$ cat config.mk
export PLATFORM = sky130hd
export DESIGN_NAME = vec_mem_seq_flat
export DESIGN_NICKNAME = d
export VERILOG_FILES = /design/src/rtl/cvp_pkg.sv /design/src/rtl/vec_mem_seq_if.sv /design/src/rtl/vec_addr_gen.sv /design/src/rtl/vec_mem_seq.sv /design/src/flat_wrapper.sv
export SDC_FILE = /design/constraint.sdc
export NUM_CORES = 1
export LEC_CHECK = 0
export BUFFER_PORTS_ARGS = -buffer_cell sky130_fd_sc_hd__buf_2
export CAP_MARGIN = 20
export CORE_ASPECT_RATIO = 1.1
export CORE_MARGIN = 1
export CORE_UTILIZATION = 45
export DETAILED_ROUTE_END_ITERATION = 7
export PLACE_DENSITY_LB_ADDON = 0.2
export SLEW_MARGIN = 20
export SYNTH_ARGS = -nofsm -noshare
export SYNTH_HDL_FRONTEND = slang
export SYNTH_HIERARCHICAL = 1
export SYNTH_SLANG_ARGS = --single-unit
$ cat constraint.sdc
create_clock -name Clk1 -period 3.5 [get_ports Clk1]
set_clock_uncertainty 0.1 [all_clocks]
set_input_delay 0.525 -clock Clk1 [delete_from_list [all_inputs] [get_ports Clk1]]
set_output_delay 0.525 -clock Clk1 [all_outputs]
set_load 0.03 [all_outputs]
$ cat src/rtl/cvp_pkg.sv
// Shared CVP definitions: ISA opcodes, vector memory sequencer state encoding and
// default datapath geometry.
package cvp_pkg;

    typedef logic [3:0] opcode_t;

    localparam opcode_t OpAdd  = 4'b0000;
    localparam opcode_t OpSub  = 4'b0001;
    localparam opcode_t OpAnd  = 4'b0010;
    localparam opcode_t OpOr   = 4'b0011;
    localparam opcode_t OpVld  = 4'b0100;
    localparam opcode_t OpVst  = 4'b0101;
    localparam opcode_t OpJmp  = 4'b0110;
    localparam opcode_t OpHalt = 4'b0111;

    typedef enum logic [2:0] {
        StIdle  = 3'd0,
        StLoad  = 3'd1,
        StDrain = 3'd2,
        StStore = 3'd3,
        StDone  = 3'd4
    } seq_state_e;

    localparam int unsigned DefLanes = 16;
    localparam int unsigned DefDw    = 16;
    localparam int unsigned DefAw    = 16;

endpackage

$ cat src/rtl/vec_mem_seq_if.sv
// Word-addressed memory port of the vector load/store sequencer.
// Read data returns the cycle after the read strobe.
interface vec_mem_seq_if import cvp_pkg::*; #(
    parameter int unsigned AW = DefAw,
    parameter int unsigned DW = DefDw
) ();

    logic [AW-1:0] Addr;
    logic          RD;
    logic          WR;
    logic [DW-1:0] DataOut;
    logic [DW-1:0] DataIn;

    modport master (
        output Addr,
        output RD,
        output WR,
        output DataOut,
        input  DataIn
    );

    modport slave (
        input  Addr,
        input  RD,
        input  WR,
        input  DataOut,
        output DataIn
    );

endinterface

$ cat src/rtl/vec_addr_gen.sv
// Strided address generator: running base + k*stride accumulator with a sticky
// carry flag that records any wrap past 2^AW.
module vec_addr_gen import cvp_pkg::*; #(
    parameter int unsigned AW = DefAw
) (
    input  logic          Clk1,
    input  logic          Reset,
    input  logic          load,
    input  logic          step,
    input  logic [AW-1:0] base,
    input  logic [AW-1:0] stride,
    output logic [AW-1:0] addr,
    output logic          wrapped
);

    logic [AW-1:0] addr_q;
    logic [AW-1:0] stride_q;
    logic          wrapped_q;
    logic [AW:0]   sum;

    assign sum = {1'b0, addr_q} + {1'b0, stride_q};

    always_ff @(posedge Clk1) begin
        if (Reset) begin
            addr_q    <= '0;
            stride_q  <= '0;
            wrapped_q <= 1'b0;
        end else if (load) begin
            addr_q    <= base;
            stride_q  <= stride;
            wrapped_q <= 1'b0;
        end else if (step) begin
            addr_q    <= sum[AW-1:0];
            wrapped_q <= wrapped_q | sum[AW];
        end
    end

    assign addr    = addr_q;
    assign wrapped = wrapped_q;

endmodule

$ cat src/rtl/vec_mem_seq.sv
// Vector load/store sequencer: streams LANES elements between a vector image and
// memory at base + k*stride, one access per cycle, with completion and wrap flags.
module vec_mem_seq import cvp_pkg::*; #(
    parameter int unsigned LANES = DefLanes,
    parameter int unsigned DW    = DefDw,
    parameter int unsigned AW    = DefAw
) (
    input  logic                Clk1,
    input  logic                Reset,
    input  logic                start,
    input  logic                op,
    input  logic [AW-1:0]       base,
    input  logic [AW-1:0]       stride,
    input  logic [LANES*DW-1:0] vIn,
    output logic [LANES*DW-1:0] vOut,
    output logic                busy,
    output logic                done,
    output logic                V,
    vec_mem_seq_if.master       mem
);

    localparam int unsigned KW = (LANES > 1) ? $clog2(LANES) : 1;
    localparam logic [KW-1:0] LastK = KW'(LANES - 1);

    seq_state_e state_q, state_d;
    logic [KW-1:0] k_q, k_d;
    logic [LANES*DW-1:0] vin_q;
    logic accept;
    logic ag_step;
    logic [AW-1:0] ag_addr;
    logic ag_wrapped;

    logic rd_q, wr_q, done_q, busy_q, v_q, rvalid_q;
    logic [AW-1:0] addr_q;
    logic [DW-1:0] wdata_q;
    logic [KW-1:0] rlane_q;
    logic [LANES*DW-1:0] vout_q;

    vec_addr_gen #(
        .AW (AW)
    ) u_addr_gen (
        .Clk1    (Clk1),
        .Reset   (Reset),
        .load    (accept),
        .step    (ag_step),
        .base    (base),
        .stride  (stride),
        .addr    (ag_addr),
        .wrapped (ag_wrapped)
    );

    always_comb begin
        state_d = state_q;
        k_d     = k_q;
        accept  = 1'b0;
        ag_step = 1'b0;
        unique case (state_q)
            StIdle: begin
                if (start) begin
                    accept  = 1'b1;
                    k_d     = '0;
                    state_d = op ? StStore : StLoad;
                end
            end
            StLoad, StStore: begin
                if (k_q == LastK) begin
                    k_d     = '0;
                    state_d = (state_q == StLoad) ? StDrain : StDone;
                end else begin
                    k_d     = k_q + 1'b1;
                    ag_step = 1'b1;
                end
            end
            StDrain: state_d = StDone;
            StDone:  state_d = StIdle;
            default: state_d = StIdle;
        endcase
    end

    always_ff @(posedge Clk1) begin
        if (Reset) begin
            state_q <= StIdle;
            k_q     <= '0;
            vin_q   <= '0;
        end else begin
            state_q <= state_d;
            k_q     <= k_d;
            if (accept) begin
                vin_q <= vIn;
            end
        end
    end

    // Strobes trail the FSM state by one register stage; read data is captured
    // one cycle after each strobe, independent of the state it lands in.
    always_ff @(posedge Clk1) begin
        if (Reset) begin
            rd_q     <= 1'b0;
            wr_q     <= 1'b0;
            done_q   <= 1'b0;
            busy_q   <= 1'b0;
            v_q      <= 1'b0;
            rvalid_q <= 1'b0;
            addr_q   <= '0;
            wdata_q  <= '0;
            rlane_q  <= '0;
            vout_q   <= '0;
        end else begin
            rd_q     <= (state_q == StLoad);
            wr_q     <= (state_q == StStore);
            done_q   <= (state_q == StDone);
            busy_q   <= accept | (busy_q & ~done_q);
            v_q      <= accept ? 1'b0 : ag_wrapped;
            rvalid_q <= rd_q;
            if (state_q == StLoad || state_q == StStore) begin
                addr_q <= ag_addr;
            end
            wdata_q <= (state_q == StStore) ? vin_q[k_q*DW +: DW] : '0;
            if (accept) begin
                rlane_q <= '0;
            end else if (rvalid_q) begin
                vout_q[rlane_q*DW +: DW] <= mem.DataIn;
                rlane_q                  <= rlane_q + 1'b1;
            end
        end
    end

    assign mem.Addr    = addr_q;
    assign mem.RD      = rd_q;
    assign mem.WR      = wr_q;
    assign mem.DataOut = wdata_q;
    assign vOut        = vout_q;
    assign busy        = busy_q;
    assign done        = done_q;
    assign V           = v_q;

endmodule

$ cat src/flat_wrapper.sv
// flat-port wrapper written by rule: the top's interface ports become plain ports
module vec_mem_seq_flat import cvp_pkg::*;
#(
    parameter int unsigned LANES = DefLanes,
    parameter int unsigned DW    = DefDw,
    parameter int unsigned AW    = DefAw
)
  (Clk1, Reset, start, op, base, stride, vIn, vOut, busy, done, V, mem_Addr, mem_RD, mem_WR, mem_DataOut, mem_DataIn);
  vec_mem_seq_if #(.AW(AW), .DW(DW)) mem_i ();
  input  logic Clk1;
  input  logic Reset;
  input  logic start;
  input  logic op;
  input  logic [AW-1:0] base;
  input  logic [AW-1:0] stride;
  input  logic [LANES*DW-1:0] vIn;
  output logic [LANES*DW-1:0] vOut;
  output logic busy;
  output logic done;
  output logic V;
  output wire logic [$bits(mem_i.Addr)-1:0] mem_Addr;
  output wire logic [$bits(mem_i.RD)-1:0] mem_RD;
  output wire logic [$bits(mem_i.WR)-1:0] mem_WR;
  output wire logic [$bits(mem_i.DataOut)-1:0] mem_DataOut;
  input wire logic [$bits(mem_i.DataIn)-1:0] mem_DataIn;
  assign mem_Addr = mem_i.Addr;
  assign mem_RD = mem_i.RD;
  assign mem_WR = mem_i.WR;
  assign mem_DataOut = mem_i.DataOut;
  assign mem_i.DataIn = mem_DataIn;
  vec_mem_seq #(.LANES(LANES), .DW(DW), .AW(AW)) u_core (.Clk1(Clk1), .Reset(Reset), .start(start), .op(op), .base(base), .stride(stride), .vIn(vIn), .vOut(vOut), .busy(busy), .done(done), .V(V), .mem(mem_i));
endmodule
## After elaboration in Yosys (flattened, before gate mapping)

Cells that the tools add are included.

- Register bits after elaboration: 594
- Bits of input ports: 308
- Output and inout port bits: 293

- Add/subtract/negate cells: 4
- Shifts and indexed selects: 3
- Reductions and logical operators: 10
- Eq/ne operators: 7
- Muxes and demuxes: 15
- Bitwise operators: 6

Operators by type and width:

| cell | count |
|---|---|
| $bwmux W256 | 1 |
| $shift A16 B34 Y256 const A | 1 |
| $shiftx A16 B34 Y256 | 1 |
| $shiftx A256 B9 Y16 | 1 |
| $neg A8 Y34 | 1 |
| $mux W16 | 2 |
| $add A16 B16 Y17 | 1 |
| $mux W3 | 3 |
| $pmux W3 S3 | 1 |
| $add A4 B1 Y4 const B | 2 |
| $mux W4 | 2 |
| $pmux W4 S2 | 1 |
| $eq A3 B2 Y1 const B | 2 |
| $reduce_and A2 Y1 | 3 |
| $reduce_or A2 Y1 | 3 |
| $eq A4 B4 Y1 const B | 1 |
| $mux W1 | 4 |
| $reduce_bool A2 Y1 | 2 |
| $eq A3 B1 Y1 const B | 1 |
| $eq A3 B3 Y1 const B | 1 |
| $logic_not A3 Y1 | 1 |
| $not A1 Y1 | 3 |
| $mux W2 | 1 |
| $ne A2 B1 Y1 const B | 1 |
| other kinds (4) | 5 |

## Logic depth before layout (Yosys ltp)

Gate-level depths: netlist (run 1).

- Depth after elaboration: 5
- Depth in mapped cells: 12

## By module

Netlist (run 1), hierarchy kept.

By module, submodules not included:

| module | sequential area each (um^2) | cells each | times used | area an instance (um^2) |
|---|---|---|---|---|
| vec_mem_seq | 11,230.8 | 2,622 | 1 | 22,497.8 |
| vec_addr_gen | 660.6 | 256 | 1 | 2,173.3 |

## Worst setup path before layout (run 1)

OpenSTA, ideal clock, no wires.

- Path type: input-to-reg
- Start: input start
- End: register u_core.u_addr_gen.stride_q[13]
- Arrival: 2.548 ns
- Path slack: 0.725 ns
- Buffers on the path: 6
- Required time: 3.272 ns
- Setup time: 0.128 ns
- Stages on the path: 10
- Cell sequence: or4b_4 > clkinv_4 > buf_6 > buf_2 > buf_2 > buf_6 > clkbuf_1 > clkbuf_1 > mux2i_1 > nor2_1

- Longest elaborated chain between the ends: 2

RTL lines:

| item | line | source |
|---|---|---|
| start: declaration | flat_wrapper.sv:12 | `input logic start;` |
| $mux W1 | vec_mem_seq.sv:59 | `if (start) begin` |
| $mux W1 | vec_mem_seq.sv:57 | `unique case (state_q)` |
| via u_core.accept | vec_mem_seq.sv:28 | `logic accept;` |
| end signal: assignment | vec_addr_gen.sv:30 | `stride_q <= stride;` |
| end: declaration | vec_addr_gen.sv:17 | `logic [AW-1:0] stride_q;` |

The timed path passes the listed nets, and every way through them passes these cells.
A chain may end at the register's enable or synchronous reset.

## Worst setup path in the final report (run 1)

- Start: register u_core.rlane_q[0]
- End: register u_core.vout_q[165] (netlist: u_core/vOut[165])

- Longest elaborated chain between the ends: 3

RTL lines:

| item | line | source |
|---|---|---|
| start: declaration | vec_mem_seq.sv:36 | `logic [KW-1:0] rlane_q;` |
| start signal: assignment | vec_mem_seq.sv:123 | `rlane_q <= rlane_q + 1'b1;` |
| $neg A8 Y34 * | vec_mem_seq.sv:122 | `vout_q[rlane_q*DW +: DW] <= mem.DataIn;` |
| $shiftx A16 B34 Y256 / $shift A16 B34 Y256 (equally long branches) | vec_mem_seq.sv:122 |  |
| $bwmux W256 * | vec_mem_seq.sv:122 |  |
| end signal: indexed assignment | vec_mem_seq.sv:122 |  |
| end: declaration | vec_mem_seq.sv:37 | `logic [LANES*DW-1:0] vout_q;` |

Mark *: on every way between the ends. The rest lies on a longest branch, timed or not.

==> flow_metrics.py, run 1 <==
metrics = {
    "outcome": {
        "outcome": "complete, no violations",
    },
    "worst_hold_path": {
        "worstHoldStart": "vIn[123]",
        "min_path_type": "input port to register",
    },
    "logic_synthesis": {
        "syn_nets": 3207,
        "synthTopCellsByArea": "dfxtp_1 48%, nand2_1 13%, a21oi_1 7.2%",
        "syn_area_per_cell_um2": 8.57,
        "synth_top_area_share_pct": 48.2,
        "synth_edf_count": 0,
        "synthCells": 2878,
        "synth_top_cell_by_area": "dfxtp_1",
        "async_flop_share_pct": 0,
        "yosysWarnings": 6,
        "synthDistinctLibCells": 82,
        "synth-seq-area-share_pct": 48.2,
        "syn_area_mm2": 0.0247,
        "ys_ff_latch": 594,
        "ys.flop_type": "dfxtp_1",
    },
    "finish": {
        "drive_above_1_share_pct": 25.1,
        "register_area_mm2": 0.0119,
        "fill_cells": 5068,
        "fin_area_mm2": 0.0299,
        "finalNonFillerCells": 4105,
        "nets": 3646,
        "area.growth.synth_to_final_pct": 21.2,
        "multiInputGateArea_mm2": 0.0115,
    },
    "worst_setup_path": {
        "cp.arrival_ps": 3600,
        "crit_fanout": 16,
        "critPathRequiredTime_ps": 3840,
        "worstSetupEndpointType": "register",
        "critPathBufInv": 1,
        "crit_family": "simple AND/OR/NAND/NOR gates",
        "crit_type": "register to register",
        "slowest_stage": "nor3_2",
        "crit_start": "u_core/rlane_q[0]$_SDFFE_PP0P_",
        "reg2reg_from": "u_core/rlane_q[0]$_SDFFE_PP0P_",
        "worst_path_largest_cell_delay_ps": 970,
        "startpoint_type": "register",
        "cp_cell_sequence": "inv_1 -> ha_1 -> nor2b_1 -> nand4_1 -> nor3_2 -> o21ai_0",
    },
    "clock_tree": {
        "insertion_delay_ps": 610,
        "ctsRootBufferMaster": "clkbuf_16",
        "cts_tree": "built",
        "h-tree-depth": 2,
        "cts_buffers": 60,
        "hold_buffers": 0,
        "path_clk_slew_ps": 60,
        "cts.repair.resized": 0,
        "clock_path_buffers": 3,
        "cts_setup_buffers": 0,
        "cts_sinks": 594,
    },
    "grt": {
        "antenna_found_initial": 24,
        "gr-total-overflow": 0,
        "track_usage_pct": 28.4,
        "grt_max_degree": 195,
        "grt_pass1_vias": 21300,
        "grt_pass1_wl_um": 123000,
    },
    "sta": {
        "finalHoldViolCount": 0,
        "slew_violations": 0,
        "max_freq_mhz": 307,
        "worst_pin_slew_ps": 1060,
        "rsz0062_at_grt": "no",
        "slew_headroom_pct": 29.2,
        "fin_tns_setup_ps": 0,
        "setup_viol": 0,
        "fin_crit_ps": 3260,
        "worst_slack_ps": 243,
        "post-route-period-util_pct": 93.1,
    },
    "route": {
        "ant_nets": 0,
        "totalWireLength_um": 82800,
        "drtIter0Drc": 1901,
        "vias_per_cell": 5.57,
        "post_drt_wl_per_cell_um": 20.2,
        "drc": 0,
        "dr.pass1.iters": 5,
        "route.vias.total": 22900,
    },
    "die": {
        "coreArea_mm2": 0.0539,
        "ioPinCount": 601,
        "dieArea_mm2": 0.0558,
        "fp.dieH_um": 248,
        "start_util_pct": 45.8,
        "num_rows": 89,
        "die_w_um": 225,
    },
    "place": {
        "place_congestion": 0.883,
        "hpwlAfterDp_um": 58700,
        "place_area_mm2": 0.0278,
        "placed_cells": 3983,
        "io_buffers": 600,
        "dp_slack_ps": 362,
    },
    "run": {
        "drv_cap": 0,
    },
    "pwr": {
        "ir_worst_vdd_mv": 0.449,
        "power.leakage_nw": 12.2,
        "power-per-cell-area_mw_per_mm2": 510,
        "p_total_w": 0.0153,
    },
}
-- final timing paths --
check | endpoint | slack, ps | cells after the start
worst max-delay path | u_core/vOut[165]$_SDFFE_PP0P_ | 240 | 6
worst min register to register | u_core/vOut[109]$_SDFFE_PP0P_ | 350 | 2
worst min-delay path | u_core/vin_q[123]$_SDFFE_PP0P_ | 30 | 3
worst max register to register | u_core/vOut[165]$_SDFFE_PP0P_ | 240 | 6
-- synthesized netlist by cell type (26+ instances only) --
library cell,instances
dfxtp_1,594
buf_2,70
o21ai_0,88
nand3_1,64
o21ai_1,60
mux2i_1,79
mux4_2,64
nor2b_1,26
nor2_1,51
inv_1,30
a21oi_1,355
clkbuf_1,174
nand2_1,828
nand4_1,126
-- metal layers --
metal,vias up,routed length [µm],part of all wire (%),global-route usage (%)
met1,10900,32300,39,34.6
met4,22,3200,3.9,11.6
met5,-,142,0.17,0
met3,205,6650,8.0,6.83
met2,946,40500,49,48.1
li1,10800,-,-,-
-- report_power, final --
group | internal [W] | total [W] | switching [W]
Combinational | 0.000563 | 0.00152 | 0.000956
Sequential | 0.00703 | 0.00719 | 0.000163
Clock | 0.00386 | 0.00655 | 0.00269
-- per-stage QoR --
| step | hold WS (ps) | util [%] |
|---|---|---|
| after global routing | 15.4 | 55.5 |
| after global placement | 337 | 51.7 |
| final | 33.0 | 55.5 |
| after floorplan | 333 | - |
| after CTS | 5.06 | 55.4 |
| after detailed placement | 341 | 51.7 |
-- worst min-delay path: stages --
cell	delay, ps
buf_2	90
nand2_1	40
a21oi_1	50
-- layout make-up --
type,count,share of cell area (%)
clock inverters,13,0.607
clock buffers,94,6.12
diodes,15,0.125
repair buffers,645,11.4
flip-flops and latches,594,39.8
inverters,33,0.464
multi-input cells,1983,38.4
well taps,728,3.05
-- kinds of logic (layout without fill, tap and decap cells) --
kind of cell             count (synthesis)  after routing  synth area share (%)
other                                    0             15                     0
buffers and inverters                  301            785                  5.37
XOR/XNOR                                11             11                 0.451
adder cells (fa/ha/maj)                 21             21                  1.10
AO/OA/AOI/OAI                          621            621                  14.3
AND/OR/NAND/NOR                       1187           1187                  21.6
flip-flops                             594            594                  48.2
multiplexers                           143            143                  9.05
-- registers in the layout, summed over array words and instances, names as in the netlist, 3 cells and up --
signal / flops
u_core/vOut: 256
u_core/vin_q: 256
u_core/mem.Addr: 16
u_core/mem.DataOut: 16
u_core/u_addr_gen/addr: 16
u_core/u_addr_gen/stride_q: 16
u_core/k_q: 4
u_core/rlane_q: 4
u_core/state_q: 3
-- layout by cell type, fill, tap and decap left out, types with 5 or more instances in the layout --
cell       netlist  final
nand3_1         64     64
clkbuf_16        0     62
and3_1           8      8
o21ai_1         60     60
o211ai_1        19     19
nor4_1           7      7
diode_2          0     15
nor2_1          51     45
buf_12           0      5
a21o_1           6      6
nand2b_1         8      8
clkinv_2         0      6
inv_1           30     30
o21ai_0         88     88
nor2b_1         26     26
buf_4            5     39
clkbuf_1       174     16
nand4_1        126    126
xnor2_1          8      8
or3_1            9      9
a31o_2           8      8
a22oi_1         23     23
nor3_1          13     13
and2_1           6      6
a22o_1          16     16
clkbuf_8         0     16
a211oi_1         6      6
mux4_2          64     64
nor4_4           4      5
a21oi_1        355    354
dfxtp_1        594    592
nand2_1        828    828
nor2_2           0      6
buf_2           70    599
ha_1            20     20
mux2i_1         79     79
No activity file was read; power rests on OpenSTA's default activity.
==> inputs of run 2 (changes only) <==
ABC_AREA = 1   (was unset)
==> flow_metrics.py, run 2 <==
metrics = {
    "die": {
        "ioPinCount": 601,
        "num_rows": 90,
        "coreArea_mm2": 0.0550,
        "dieArea_mm2": 0.0566,
        "fp.dieH_um": 249,
        "die_w_um": 227,
        "start_util_pct": 45.6,
    },
    "logic_synthesis": {
        "async_flop_share_pct": 0,
        "ys.flop_type": "dfxtp_1",
        "synthTopCellsByArea": "dfxtp_1 47%, nand2_1 12%, nor2_1 9.8%",
        "synth_edf_count": 0,
        "synth_top_cell_by_area": "dfxtp_1",
        "netlist_top_cells_count": "769 x nand2_1, 655 x nor2_1, 594 x dfxtp_1, 427 x o21ai_0, 397 x a21oi_1",
        "synth-seq-area-share_pct": 47.5,
        "yosysWarnings": 6,
        "yosysMostFrequentCell": "nand2_1",
        "syn_nets": 3908,
        "syn_area_mm2": 0.0250,
        "syn_area_per_cell_um2": 7.00,
        "ys_ff_latch": 594,
        "synthCells": 3579,
        "synthDistinctLibCells": 44,
        "synth_top_area_share_pct": 47.5,
    },
    "sta": {
        "max_freq_mhz": 361,
        "post-route-period-util_pct": 79.1,
        "fin_tns_setup_ps": 0,
        "finalHoldViolCount": 0,
        "worst_pin_slew_ps": 982,
        "slew_headroom_pct": 34.5,
        "slew_violations": 0,
        "setup_viol": 0,
        "rsz0062_at_grt": "no",
        "fin_crit_ps": 2770,
    },
    "clock_tree": {
        "cts_tree": "built",
        "cts_buffers": 59,
        "cts_sinks": 594,
        "h-tree-depth": 2,
        "insertion_delay_ps": 620,
        "clock_path_buffers": 3,
        "path_clk_slew_ps": 60,
        "cts.repair.resized": 0,
        "ctsRootBufferMaster": "clkbuf_16",
    },
    "pwr": {
        "p_int_w": 0.0116,
        "ir_worst_vdd_mv": 0.435,
        "power.leakage_nw": 14.1,
        "clockPowerShare_pct": 38.6,
        "combPwrFrac_pct": 15.6,
        "power-per-cell-area_mw_per_mm2": 536,
        "p_total_w": 0.0162,
        "pwr-share-seq_pct": 45.8,
        "p_sw_w": 0.00466,
        "p_sw_share_pct": 28.7,
    },
    "worst_setup_path": {
        "slowest_stage": "xnor2_1",
        "cp.arrival_ps": 3210,
        "worst_path_largest_cell_delay_ps": 540,
        "crit_fanout": 16,
        "cp_cell_sequence": "inv_2 -> ha_1 -> xnor2_1 -> inv_2 -> nand2_2 -> inv_2 -> nand2_1 -> o21ai_0 -> nor2_1",
        "critPathRequiredTime_ps": 3940,
        "crit_type": "register to register",
        "crit_top_cell": "inv_2",
        "startpoint_type": "register",
        "worstSetupEndpointType": "register",
    },
    "finish": {
        "multiInputGateArea_mm2": 0.0112,
        "register_area_mm2": 0.0119,
        "fill_cells": 5608,
        "drive_above_1_share_pct": 19.5,
        "area.growth.synth_to_final_pct": 21.1,
        "final_common_cell": "nand2_1",
        "nets": 4374,
        "layout_common_cells": "769 x nand2_1, 655 x nor2_1, 599 x buf_2, 592 x dfxtp_1, 427 x o21ai_0",
    },
    "place": {
        "place_congestion": 0.922,
        "io_buffers": 600,
        "hpwlAfterDp_um": 63000,
    },
    "route": {
        "dr.pass1.iters": 6,
        "drc": 0,
        "vias_per_cell": 5.18,
        "route.vias.total": 25000,
        "totalWireLength_um": 88600,
        "post_drt_wl_per_cell_um": 18.3,
        "drtIter0Drc": 2208,
        "ant_nets": 0,
    },
    "grt": {
        "grt_pass1_wl_um": 132000,
        "grt_max_degree": 199,
        "antenna_found_initial": 22,
        "track_usage_pct": 30.3,
        "gr-total-overflow": 0,
        "grt_pass1_vias": 22700,
    },
    "run": {
        "drv_cap": 0,
    },
    "outcome": {
        "outcome": "complete, no violations",
    },
    "worst_hold_path": {
        "min_path_type": "input port to register",
    },
}
## run 2: cells by family after synthesis
group                      after synthesis  synth area share [%]
buffers and inverters                  488                  7.63
xor gates and xnor gates                 5                 0.175
adders and majority gates               21                  1.08
and+or+nand+nor                       1601                  25.8
DFF                                    594                  47.5
AOI/OAI and AO/OA                      870                  17.8
## run 2: power by group through the flow
stage / Sequential (W) / Combinational, W / Clock, W
finish: 0.00744 / 0.00253 / 0.00627
detailed placement: 0.00758 / 0.00251 / 0
CTS: 0.00743 / 0.00252 / 0.00635
floorplan: 0.00757 / 0.00167 / 0
global placement: 0.00757 / 0.00249 / 0
global route: 0.00748 / 0.00283 / 0.00664
## run 2: final timing paths
path | depth (start not counted) | from | slack (ps) | endpoint
max | 9 | u_core/rlane_q[0]$_SDFFE_PP0P_ | 730 | u_core/vOut[104]$_SDFFE_PP0P_
min | 3 | stride[14] | 40 | u_core/u_addr_gen/stride_q[14]$_SDFFE_PP0P_
max reg2reg | 9 | u_core/rlane_q[0]$_SDFFE_PP0P_ | 730 | u_core/vOut[104]$_SDFFE_PP0P_
min reg2reg | 2 | u_core/mem.RD$_SDFF_PP0_ | 340 | u_core/rvalid_q$_SDFF_PP0_
## run 2: critical path: cells and delay by family, from the launching register on
kind	cells	cell delay [ps]
buffers and inverters	3	390
DFF	1	380
adders and majority gates	1	280
xor gates and xnor gates	1	540
AOI/OAI and AO/OA	1	150
and+or+nand+nor	3	840
## run 2: cell type report
class / instances / area share [%]
inverter: 254 / 3.20
timing repair buffer: 639 / 11.1
clock inverter: 13 / 0.417
sequential: 594 / 39.3
clock buffer: 92 / 5.78
multi-input combinational: 2497 / 37.1
antenna: 9 / 0.0743
tap: 736 / 3.04
## run 2: routing by layer
metal / vias to the layer above / track usage [%] / routed length, µm
li1: 12400 / - / -
met1: 11500 / 38.8 / 36600
met2: 947 / 48.9 / 40900
met3: 202 / 5.93 / 6850
met4: 18 / 13.8 / 4160
met5: - / 0 / 115
## run 2: per-stage QoR
stage,util (%),std cells,hold WS (ps),area [µm²],setup WS [ps]
6_report,55.1,4834,39.1,30300,731
5_1_grt,55.1,4831,34.7,30300,532
4_1_cts,55.1,4825,2.76,30300,794
3_5_place_dp,51.6,4717,335,28400,818
3_3_place_gp,51.6,4717,330,28400,830
2_1_floorplan,-,3579,308,25000,1240
## run 2: repair_timing
| action | CTS | global route |
|---|---|---|
| setup buffers | 0 | 0 |
| hold buffers | 3 | 0 |
| hold endpoints to repair | 3 | 0 |
